<file path="src/rtl/cnt_sched_pkg.sv">
// Shared definitions for the two-requester counter burst scheduler.
// Holds FSM state encodings and direction constants used by the top and bench.
package cnt_sched_pkg;

  typedef logic [1:0] state_t;

  localparam state_t ST_IDLE = 2'd0;
  localparam state_t ST_RUN  = 2'd1;
  localparam state_t ST_DONE = 2'd2;

  localparam logic DIR_UP = 1'b1;
  localparam logic DIR_DN = 1'b0;

endpackage

</file>
<file path="src/rtl/cnt_sched_rr_arb2.sv">
// Two-way round-robin arbiter. The pointer names the favoured requester on a
// tie and moves to the other requester whenever a grant is reported served.
module rr_arb2 (
  input  logic       clk,
  input  logic       rst,
  input  logic [1:0] req_i,
  input  logic       served_i,
  input  logic       served_idx_i,
  output logic       gnt_valid_o,
  output logic       gnt_idx_o,
  output logic       ptr_o
);

  logic ptr_q;
  logic ptr_d;

  always_comb begin
    gnt_valid_o = |req_i;
    if (req_i == 2'b11) begin
      gnt_idx_o = ptr_q;
    end else begin
      gnt_idx_o = req_i[1];
    end
  end

  always_comb begin
    ptr_d = ptr_q;
    if (served_i) begin
      ptr_d = ~served_idx_i;
    end
  end

  always_ff @(posedge clk or posedge rst) begin
    if (rst) begin
      ptr_q <= 1'b0;
    end else begin
      ptr_q <= ptr_d;
    end
  end

  assign ptr_o = ptr_q;

endmodule

</file>
<file path="src/rtl/cnt_sched.sv">
// Burst scheduler driving en/up_dwn_n of a shared counter for two requesters,
// with round-robin arbitration and a shadow copy of the counter value.
module cnt_sched
  import cnt_sched_pkg::*;
#(
  parameter int CNT_W = 8,
  parameter int LEN_W = 4,
  parameter int SAT   = 0
) (
  input  logic             clk,
  input  logic             rst,
  input  logic [1:0]       req,
  input  logic [1:0]       dir,
  input  logic [LEN_W-1:0] len0,
  input  logic [LEN_W-1:0] len1,
  output logic [1:0]       gnt,
  output logic [1:0]       done,
  output logic             en,
  output logic             up_dwn_n,
  output logic             busy,
  output logic             owner,
  output logic [CNT_W-1:0] cnt_shadow
);

  state_t           state_q, state_d;
  logic [LEN_W-1:0] rem_q, rem_d;
  logic             dir_q, dir_d;
  logic             owner_q, owner_d;
  logic             en_q, en_d;
  logic             up_q, up_d;
  logic [1:0]       gnt_q, gnt_d;
  logic [1:0]       done_q, done_d;
  logic             busy_q, busy_d;
  logic [CNT_W-1:0] shadow_q, shadow_d;

  logic             arb_valid;
  logic             arb_idx;
  logic             arb_ptr;
  logic             served;
  logic             sel_dir;
  logic [LEN_W-1:0] sel_len;

  rr_arb2 u_arb (
    .clk          (clk),
    .rst          (rst),
    .req_i        (req),
    .served_i     (served),
    .served_idx_i (owner_q),
    .gnt_valid_o  (arb_valid),
    .gnt_idx_o    (arb_idx),
    .ptr_o        (arb_ptr)
  );

  // With saturation enabled, a step that would cross the boundary is dropped
  // but still consumes its burst cycle.
  function automatic logic at_bound(input logic [CNT_W-1:0] v, input logic d);
    return (SAT != 0) &&
           (((d == DIR_UP) && (v == '1)) || ((d == DIR_DN) && (v == '0)));
  endfunction

  always_comb begin
    sel_dir = dir[arb_idx];
    sel_len = arb_idx ? len1 : len0;
  end

  always_comb begin
    state_d  = state_q;
    rem_d    = rem_q;
    dir_d    = dir_q;
    owner_d  = owner_q;
    up_d     = up_q;
    en_d     = 1'b0;
    gnt_d    = 2'b00;
    done_d   = 2'b00;
    served   = 1'b0;
    // Value the counter holds after this edge; en decisions look at it.
    if (en_q) begin
      shadow_d = up_q ? shadow_q + CNT_W'(1) : shadow_q - CNT_W'(1);
    end else begin
      shadow_d = shadow_q;
    end
    case (state_q)
      ST_IDLE: begin
        if (arb_valid) begin
          owner_d = arb_idx;
          dir_d   = sel_dir;
          rem_d   = sel_len;
          gnt_d   = 2'b01 << arb_idx;
          if (sel_len != '0) begin
            state_d = ST_RUN;
            up_d    = sel_dir;
            en_d    = ~at_bound(shadow_d, sel_dir);
          end else begin
            state_d = ST_DONE;
            done_d  = 2'b01 << arb_idx;
          end
        end
      end
      ST_RUN: begin
        if (rem_q == LEN_W'(1)) begin
          state_d = ST_DONE;
          done_d  = 2'b01 << owner_q;
        end else begin
          rem_d = rem_q - LEN_W'(1);
          en_d  = ~at_bound(shadow_d, dir_q);
        end
      end
      ST_DONE: begin
        state_d = ST_IDLE;
        served  = 1'b1;
      end
      default: begin
        state_d = ST_IDLE;
      end
    endcase
    busy_d = (state_d != ST_IDLE);
  end

  always_ff @(posedge clk or posedge rst) begin
    if (rst) begin
      state_q  <= ST_IDLE;
      rem_q    <= '0;
      dir_q    <= 1'b0;
      owner_q  <= 1'b0;
      en_q     <= 1'b0;
      up_q     <= 1'b0;
      gnt_q    <= 2'b00;
      done_q   <= 2'b00;
      busy_q   <= 1'b0;
      shadow_q <= '0;
    end else begin
      state_q  <= state_d;
      rem_q    <= rem_d;
      dir_q    <= dir_d;
      owner_q  <= owner_d;
      en_q     <= en_d;
      up_q     <= up_d;
      gnt_q    <= gnt_d;
      done_q   <= done_d;
      busy_q   <= busy_d;
      shadow_q <= shadow_d;
    end
  end

  assign gnt        = gnt_q;
  assign done       = done_q;
  assign en         = en_q;
  assign up_dwn_n   = up_q;
  assign busy       = busy_q;
  assign owner      = owner_q;
  assign cnt_shadow = shadow_q;

  logic unused_ptr;
  assign unused_ptr = arb_ptr;

endmodule

</file>
<file path="config.mk">
export PLATFORM = sky130hd
export DESIGN_NAME = cnt_sched
export DESIGN_NICKNAME = d
export VERILOG_FILES = /design/src/rtl/cnt_sched_pkg.sv /design/src/rtl/cnt_sched_rr_arb2.sv /design/src/rtl/cnt_sched.sv
export SDC_FILE = /design/constraint.sdc
export NUM_CORES = 1
export LEC_CHECK = 0
export ABC_AREA = 1
export CORE_MARGIN = 2
export CORE_UTILIZATION = 46
export DETAILED_ROUTE_END_ITERATION = 8
export PLACE_DENSITY = 0.74
export SLEW_MARGIN = 20
export SYNTH_ARGS = -nofsm -noshare
export SYNTH_HDL_FRONTEND = slang
export SYNTH_SLANG_ARGS = --single-unit
</file>
<file path="constraint.sdc">
create_clock -name clk -period 3.47 [get_ports clk]
set_clock_uncertainty 0.1 [all_clocks]
set_input_delay 1.041 -clock clk [delete_from_list [all_inputs] [get_ports clk]]
set_output_delay 1.041 -clock clk [all_outputs]
set_load 0.005 [all_outputs]
</file>
Yosys cells after proc, flatten, opt, wreduce, memory -nomap -nowiden
Index checks and enable logic that the tools add are counted.

Add/subtract/negate cells: 3. Magnitude comparators: 1. Equality and inequality tests: 6. Shift operators: 2. Mux-type cells: 23. Bitwise gates (word level): 1. Reductions and logical operators: 8.

Operators by type and width (number): 2-to-1 mux 2 bit (8); 2-to-1 mux 4 bit (3); adder 8 x 1 -> 8 bit, second input constant (1); 2-to-1 mux 8 bit (1); case mux 2 bit (2 select lines) (2); case mux 4 bit (2 select lines) (1); subtractor 8 x 1 -> 8 bit, second input constant (1); 2-to-1 mux 1 bit (7); AND reduction 3 bit (2); equality test 2 bit, second input constant (2); equality test 4 x 1 -> 1 bit, second input constant (1); != test 2 bit, second input constant (2); nonzero test 2 bit (2); nonzero test 4 bit (1); left shift 1 x 1 -> 2 bit, first input constant (2); subtractor 4 x 1 -> 4 bit, second input constant (1); equality test 2 x 1 -> 1 bit, second input constant (1); zero test 2 bit (1); < comparator 1 x 2 -> 1 bit, second input constant (1); case mux 1 bit (2 select lines) (1); AND reduction 2 bit (1); OR reduction 2 bit (1); NOT 1 bit (1).

Register bits after elaboration: 23. Bits of input ports: 14. Output and inout bits: 16. Logic and storage cells: 54.

Longest topological paths before layout
Gate-level depths: netlist of the first run.

Word-level depth: 8. Gate-level depth with buffers: 10. Mapped depth without buffers: 10.

Cells and area by module
A second synthesis of the first run with hierarchy kept.

Cell total of the unflattened synthesis: 186. Area total of the unflattened synthesis: 1423.9 um2.

Modules (own cells, without submodules): cnt_sched (times used 1, cells each 174, area each 1353.8 um2); rr_arb2 (times used 1, cells each 12, area each 70.1 um2).

Least setup slack after synthesis of the first run
Ideal clock, no wire load.

Path type: input to register. From: input req[0]. To: register busy_q, in the netlist busy. Library setup time: 0.123 ns. Arrival: 1.786 ns. Required time: 3.247 ns. Slack: 1.461 ns. Cell stages on the path: 8. Buffers on the path: 0. Cell sequence: nand2_2 -> nand2_2 -> nand2_1 -> nand2_1 -> nor2_1 -> nand2_2 -> a21boi_2 -> nand2_1.

Word-level cells in the longest chain between the ends: 8. Elaborated cells on any way between the ends: 9. Those cells by class: 1 x eq/ne; 5 x mux; 3 x reduce/logical.

Ends and longest elaborated chain: from (decl) (line cnt_sched.sv:12) `input logic [1:0] req,`; equality test 2 bit (line cnt_sched_rr_arb2.sv:19) `if (req_i == 2'b11) begin`; 2-to-1 mux 1 bit (line cnt_sched_rr_arb2.sv:19); 2-to-1 mux 4 bit (line cnt_sched.sv:63) `sel_len = arb_idx ? len1 : len0;`; nonzero test 4 bit (line cnt_sched.sv:89) `if (sel_len != '0) begin`; 2-to-1 mux 2 bit (line cnt_sched.sv:89); 2-to-1 mux 2 bit (*) (line cnt_sched.sv:84) `if (arb_valid) begin`; case mux 2 bit (2 select lines) (*) (line cnt_sched.sv:82) `case (state_q)`; nonzero test 2 bit (*) (line cnt_sched.sv:116) `busy_d = (state_d != ST_IDLE);`; net busy_d (line cnt_sched.sv:33) `logic busy_q, busy_d;`; to (signal assigned) (line cnt_sched.sv:140) `busy_q <= busy_d;`; to (decl) (line cnt_sched.sv:33).

Mark *: on every way through the listed nets, which the timed path passes. The rest lies on a longest branch. A chain may end at the register's enable or synchronous reset.

Worst setup path after layout of the first run
From: register en_q, in the netlist en. To: output en.

RTL lines: from (decl) (line cnt_sched.sv:29) `logic en_q, en_d;`; from (signal assigned) (line cnt_sched.sv:136) `en_q <= en_d;`; to (decl) (line cnt_sched.sv:18) `output logic en,`.

No word-level cell between the ends.

==> impl_metrics.yaml, run 1 <==
outcome:
  status: "completed"
cells_and_area:
  n_antenna_cell: 0
  layout.cells.non_filler: 229
  final_common_cell: "nand2_1"
  area_growth_pct: 26.9
  nets: 222
  drive_gt1_frac: 0.0556
  mostFrequentLayoutCells: "nand2_1, clkdlybuf4s50_1, dfrtp_1"
synth:
  ys_types: 23
  syn-num-nets: 189
  yosys_warnings: 0
  syn_area_mm2: 0.00131
  syn_avg_cell_area_um2: 7.88
  syn_inst: 166
  ys_ff_latch: 23
  ys_seq_area_frac: 0.440
timing:
  rsz0062_at_grt: "false"
  period_needed_ps: 2540
  max_slew_margin: 0.417
  worstMarginPinSlew_ps: 874
  hold_viol_final: 0
  period_share: 0.731
  final_max_slew_viol_count: 0
  timing.fmax_mhz: 394
  setup_violations: 0
  tns_ps: 0
cts:
  cts_max_level: 1
  cts_tree: "yes"
  cts_inserted_buffers: 3
  cts_setup_buffers: 0
  cts.path.max_buffers: 2
  cts_root_buffer: "clkbuf_4"
  cts_resized: 0
  cts_hold_buffers: 0
  clkSlewWorstSetupHoldPaths_ps: 140
  cts_sinks: 23
  insertion_delay_ps: 310
detailed_routing:
  drt_first_pass_iters: 4
  vias: 1176
  route.met3.wl_um: 141
  wirelength_um: 2640
  routedWlPerCell_um: 11.5
  vias_per_cell: 5.14
  maxUsedRoutingLayer: "met3"
  drc: 0
  drtAntennaViolNets: 0
  drtIter0Drc: 70
  m1WireLength_um: 1200
  routed-wl-met2_um: 1290
floorplanning:
  rows: 19
  core_area_mm2: 0.00273
  die_area_mm2: 0.00329
  ios: 30
  die_w_um: 57.3
  initial_utilization: 0.479
  die_h_um: 57.3
pwr:
  p_int_mw: 0.890
  p_leak_nw: 0.832
  p_sw_frac: 0.444
  pwr-share-seq: 0.307
  clockPowerShare: 0.078
  p_comb_frac: 0.615
  p_per_area_mw_per_mm2: 964
  vdd_ir_drop_max_v: 0.000799
  power_mw: 1.60
  switchingPower_mw: 0.711
flow_run:
  maxCapViolCount: 0
worst_setup_path:
  cp-start-kind: "register"
  path_cells: "clkdlybuf4s50_1"
  required_ps: 2330
  critPathBufInv: 1
  r2r_start: "up_dwn_n"
  crit_arrival_ps: 1400
  cpMaxStageDelayCell: "clkdlybuf4s50_1"
  crit_family: "buffers and inverters"
  crit_fanout: 8
  critPathKind: "reg2out"
  slowest_delay_ps: 560
  crit_path_end_kind: "output pin"
  critPathLaunch: "en"
grt:
  antenna_found_initial: 0
  first_global_vias: 1128
  grt_max_degree: 24
  grt_use_total: 0.181
  grt_pass1_wl_um: 4660
  grt.overflow.total: 0
placement:
  dp.cells: 225
  dp.final_hpwl_um: 2100
  port_buffers: 29
  gp_congestion: 0.878
min_path:
  hold_class: "reg2reg"
  hp-start: "cnt_shadow[5]"
==> registers in the layout, indices dropped and copies added (netlist names) <==
signal and flops:
state_q 2, en 1, up_dwn_n 1, u_arb.ptr_o 1
busy 1, cnt_shadow 8, done 2, gnt 2
rem_q 4, owner 1
==> power by group through the flow <==
| stage | Combinational (mW) | Clock, mW | Sequential, mW |
|---|---|---|---|
| global route | 1.15 | 0.141 | 0.508 |
| detailed placement | 0.985 | 0 | 0.497 |
| floorplan | 0.686 | 0 | 0.477 |
| global placement | 0.953 | 0 | 0.492 |
| finish | 0.984 | 0.125 | 0.492 |
| CTS | 0.989 | 0.129 | 0.491 |
==> final timing paths <==
check / cells past startpoint / end / slack (ps)
worst max register to register: 10 / cnt_shadow[7] / 1480
min in group asynchronous: 2 / cnt_shadow[6] / 1090
worst min-delay path: 2 / cnt_shadow[5] / 430
worst min register to register: 2 / cnt_shadow[5] / 430
worst max-delay path: 1 / en / 930
max in group asynchronous: 2 / cnt_shadow[1] / 1630
==> logic make-up after synthesis <==
logic type | Yosys count | synth area share
xor gates and xnor gates | 3 | 0.0201
buffers and inverters | 22 | 0.0640
and+or+nand+nor | 83 | 0.272
AOI/OAI and AO/OA | 26 | 0.112
DFF | 23 | 0.440
adders and majority gates | 9 | 0.0918
==> cells in the mapped netlist <==
| cell | instances | area share |
|---|---|---|
| a21boi_0 | 1 | 0.0057 |
| nor2_1 | 9 | 0.026 |
| a21boi_2 | 1 | 0.0086 |
| nand3_1 | 19 | 0.073 |
| or2_2 | 1 | 0.0048 |
| nand2_1 | 47 | 0.13 |
| nand4_1 | 1 | 0.0048 |
| fa_1 | 1 | 0.015 |
| nand2_2 | 4 | 0.019 |
| a22oi_1 | 1 | 0.0057 |
| a31oi_1 | 1 | 0.0048 |
| xor2_1 | 1 | 0.0067 |
| ha_1 | 8 | 0.076 |
| nand3b_1 | 1 | 0.0057 |
| xnor2_1 | 2 | 0.013 |
| buf_2 | 1 | 0.0038 |
| inv_1 | 20 | 0.057 |
| clkinv_1 | 1 | 0.0029 |
| o22ai_1 | 3 | 0.014 |
| nor2_2 | 1 | 0.0048 |
| dfrtp_1 | 23 | 0.44 |
| o21ai_0 | 10 | 0.038 |
| a21oi_1 | 9 | 0.034 |
==> per-layer routing <==
layer	up-vias	global-route usage
met5	-	0
met3	0	0.0295
met4	0	0.0664
met2	37	0.308
met1	531	0.232
li1	608	-
==> through the flow <==
| step | setup WS [ps] | instance area, um2 | hold WS (ps) | utilization |
|---|---|---|---|---|
| global placement | 877 | 1630 | 397 | 0.597 |
| floorplan | 1460 | 1310 | 381 | - |
| finish | 932 | 1660 | 429 | 0.607 |
| CTS | 899 | 1660 | 435 | 0.607 |
| detailed placement | 809 | 1630 | 403 | 0.597 |
| global route | 847 | 1660 | 464 | 0.607 |
==> area by class of cell <==
class                   count  area [um2]
clock buffers               3        22.5
repair buffers             29         290
well taps                  31        38.8
clock inverters             1        5.00
flip-flops and latches     23         576
inverters                  21        78.8
multi-input cells         121         649
fillers                   250        1070
Power figures use the tool's default switching activity.
==> run 2, diff against run 1 <==
Clock period 3.47 ns to 2.4 ns, I/O delays scaled along.
==> impl_metrics.yaml, run 2 (synthesis gave the netlist of run 1 again) <==
pwr:
  clockPowerShare: 0.078
  vdd_ir_drop_max_v: 0.00111
  p_sw_frac: 0.441
  p_int_mw: 1.29
  p_per_area_mw_per_mm2: 1380
  p_comb_frac: 0.616
  pwr-share-seq: 0.307
  switchingPower_mw: 1.02
  p_leak_nw: 0.841
placement:
  dp.cells: 227
  port_buffers: 29
  gp_congestion: 0.877
  dp.final_hpwl_um: 2120
  place_ws_ps: 68.0
floorplanning:
  rows: 19
  die_area_mm2: 0.00329
  ios: 30
  die_w_um: 57.3
  die_h_um: 57.3
  core_area_mm2: 0.00273
  initial_utilization: 0.479
detailed_routing:
  drtAntennaViolNets: 0
  drtIter0Drc: 30
  route.met3.wl_um: 100
  wirelength_um: 2630
  routed-wl-met2_um: 1280
  vias_per_cell: 5.02
  drc: 0
  maxUsedRoutingLayer: "met4"
  m1WireLength_um: 1210
  routedWlPerCell_um: 11.4
  vias: 1160
  drt_first_pass_iters: 4
worst_setup_path:
  path_cells: "clkdlybuf4s50_1"
  crit_fanout: 8
  required_ps: 1580
  slowest_delay_ps: 570
  critPathKind: "reg2out"
  crit_family: "buffers and inverters"
  cpMaxStageDelayCell: "clkdlybuf4s50_1"
  crit_path_end_kind: "output pin"
  critPathBufInv: 1
  cp-start-kind: "register"
  crit_arrival_ps: 1410
cells_and_area:
  drive_gt1_frac: 0.0650
  n_antenna_cell: 0
  final_common_cell: "nand2_1"
  area_growth_pct: 28.0
  final_util: 0.613
  largest_register_ffs: 8
  nets: 224
  layout.cells.non_filler: 231
  mostFrequentLayoutCells: "nand2_1, clkdlybuf4s50_1, dfrtp_1"
cts:
  cts_setup_buffers: 0
  insertion_delay_ps: 300
  cts_tree: "yes"
  cts_max_level: 1
  cts_hold_buffers: 0
  clkSlewWorstSetupHoldPaths_ps: 130
  cts_root_buffer: "clkbuf_4"
  cts_sinks: 23
  cts.path.max_buffers: 2
  cts_resized: 0
  cts_inserted_buffers: 3
grt:
  grt_max_degree: 24
  grt_use_total: 0.177
  first_global_vias: 1133
  grt.overflow.total: 0
  antenna_found_initial: 0
  grt_pass1_wl_um: 4670
timing:
  period_share: 0.929
  rsz0062_at_grt: "false"
  timing.fmax_mhz: 449
  final_max_slew_viol_count: 0
  max_slew_margin: 0.715
  hold_viol_final: 0
  hold_ws_ps: 428
  period_needed_ps: 2230
  tns_ps: 0
  worstMarginPinSlew_ps: 425
  setup_violations: 0
  layout_setup_ws_ps: 170
outcome:
  status: "completed"
flow_run:
  maxCapViolCount: 0
min_path:
  hold_class: "reg2reg"
[run 2: changes by cell type in the layout (fill, tap and decap cells not counted)]
cell,previous run,this run
buf_4,0,2
[run 2: power by group through the flow]
| stage | sequential [mW] | combinational (mW) | clock [mW] |
|---|---|---|---|
| after global routing | 0.737 | 1.68 | 0.199 |
| after detailed placement | 0.717 | 1.43 | 0 |
| after floorplan | 0.690 | 0.992 | 0 |
| after CTS | 0.710 | 1.43 | 0.183 |
| after global placement | 0.712 | 1.38 | 0 |
| final | 0.710 | 1.42 | 0.180 |
[run 2: cell type report]
class / count / area [um2]
Inverter: 21 / 78.8
Sequential cell: 23 / 576
Timing Repair Buffer: 31 / 305
Clock buffer: 3 / 22.5
Fill cell: 252 / 1060
Clock inverter: 1 / 5.00
Multi-Input combinational cell: 121 / 649
Tap cell: 31 / 38.8
[run 2: stage by stage]
| stage | power [mW] | area, um2 |
|---|---|---|
| after floorplan | 1.68 | 1310 |
| after CTS | 2.33 | 1680 |
| after detailed placement | 2.15 | 1650 |
| after global routing | 2.61 | 1680 |
| final | 2.31 | 1680 |
| after global placement | 2.09 | 1650 |
[run 2: metal layers]
layer / global-route usage / vias up
met3: 0.0249 / 4
met2: 0.294 / 27
met1: 0.238 / 522
met4: 0.0631 / 0
met5: 0 / -
li1: - / 607
[run 2: final timing paths]
path	startpoint	slack, ps	cells after the start	to
worst max register to register	up_dwn_n	430	10	cnt_shadow[7]
worst min register to register	state_q[1]	430	1	u_arb.ptr_o
worst min-delay path	state_q[1]	430	1	u_arb.ptr_o
max in group asynchronous	rst	1340	3	cnt_shadow[3]
min in group asynchronous	rst	640	3	rem_q[0]
worst max-delay path	en	170	1	en
==> run 3, diff against run 2 <==
Settings changed: HOLD_SLACK_MARGIN from default to 0.02.
==> results of run 3 <==
Final layout, timing and power as in run 2 (identical DEF).
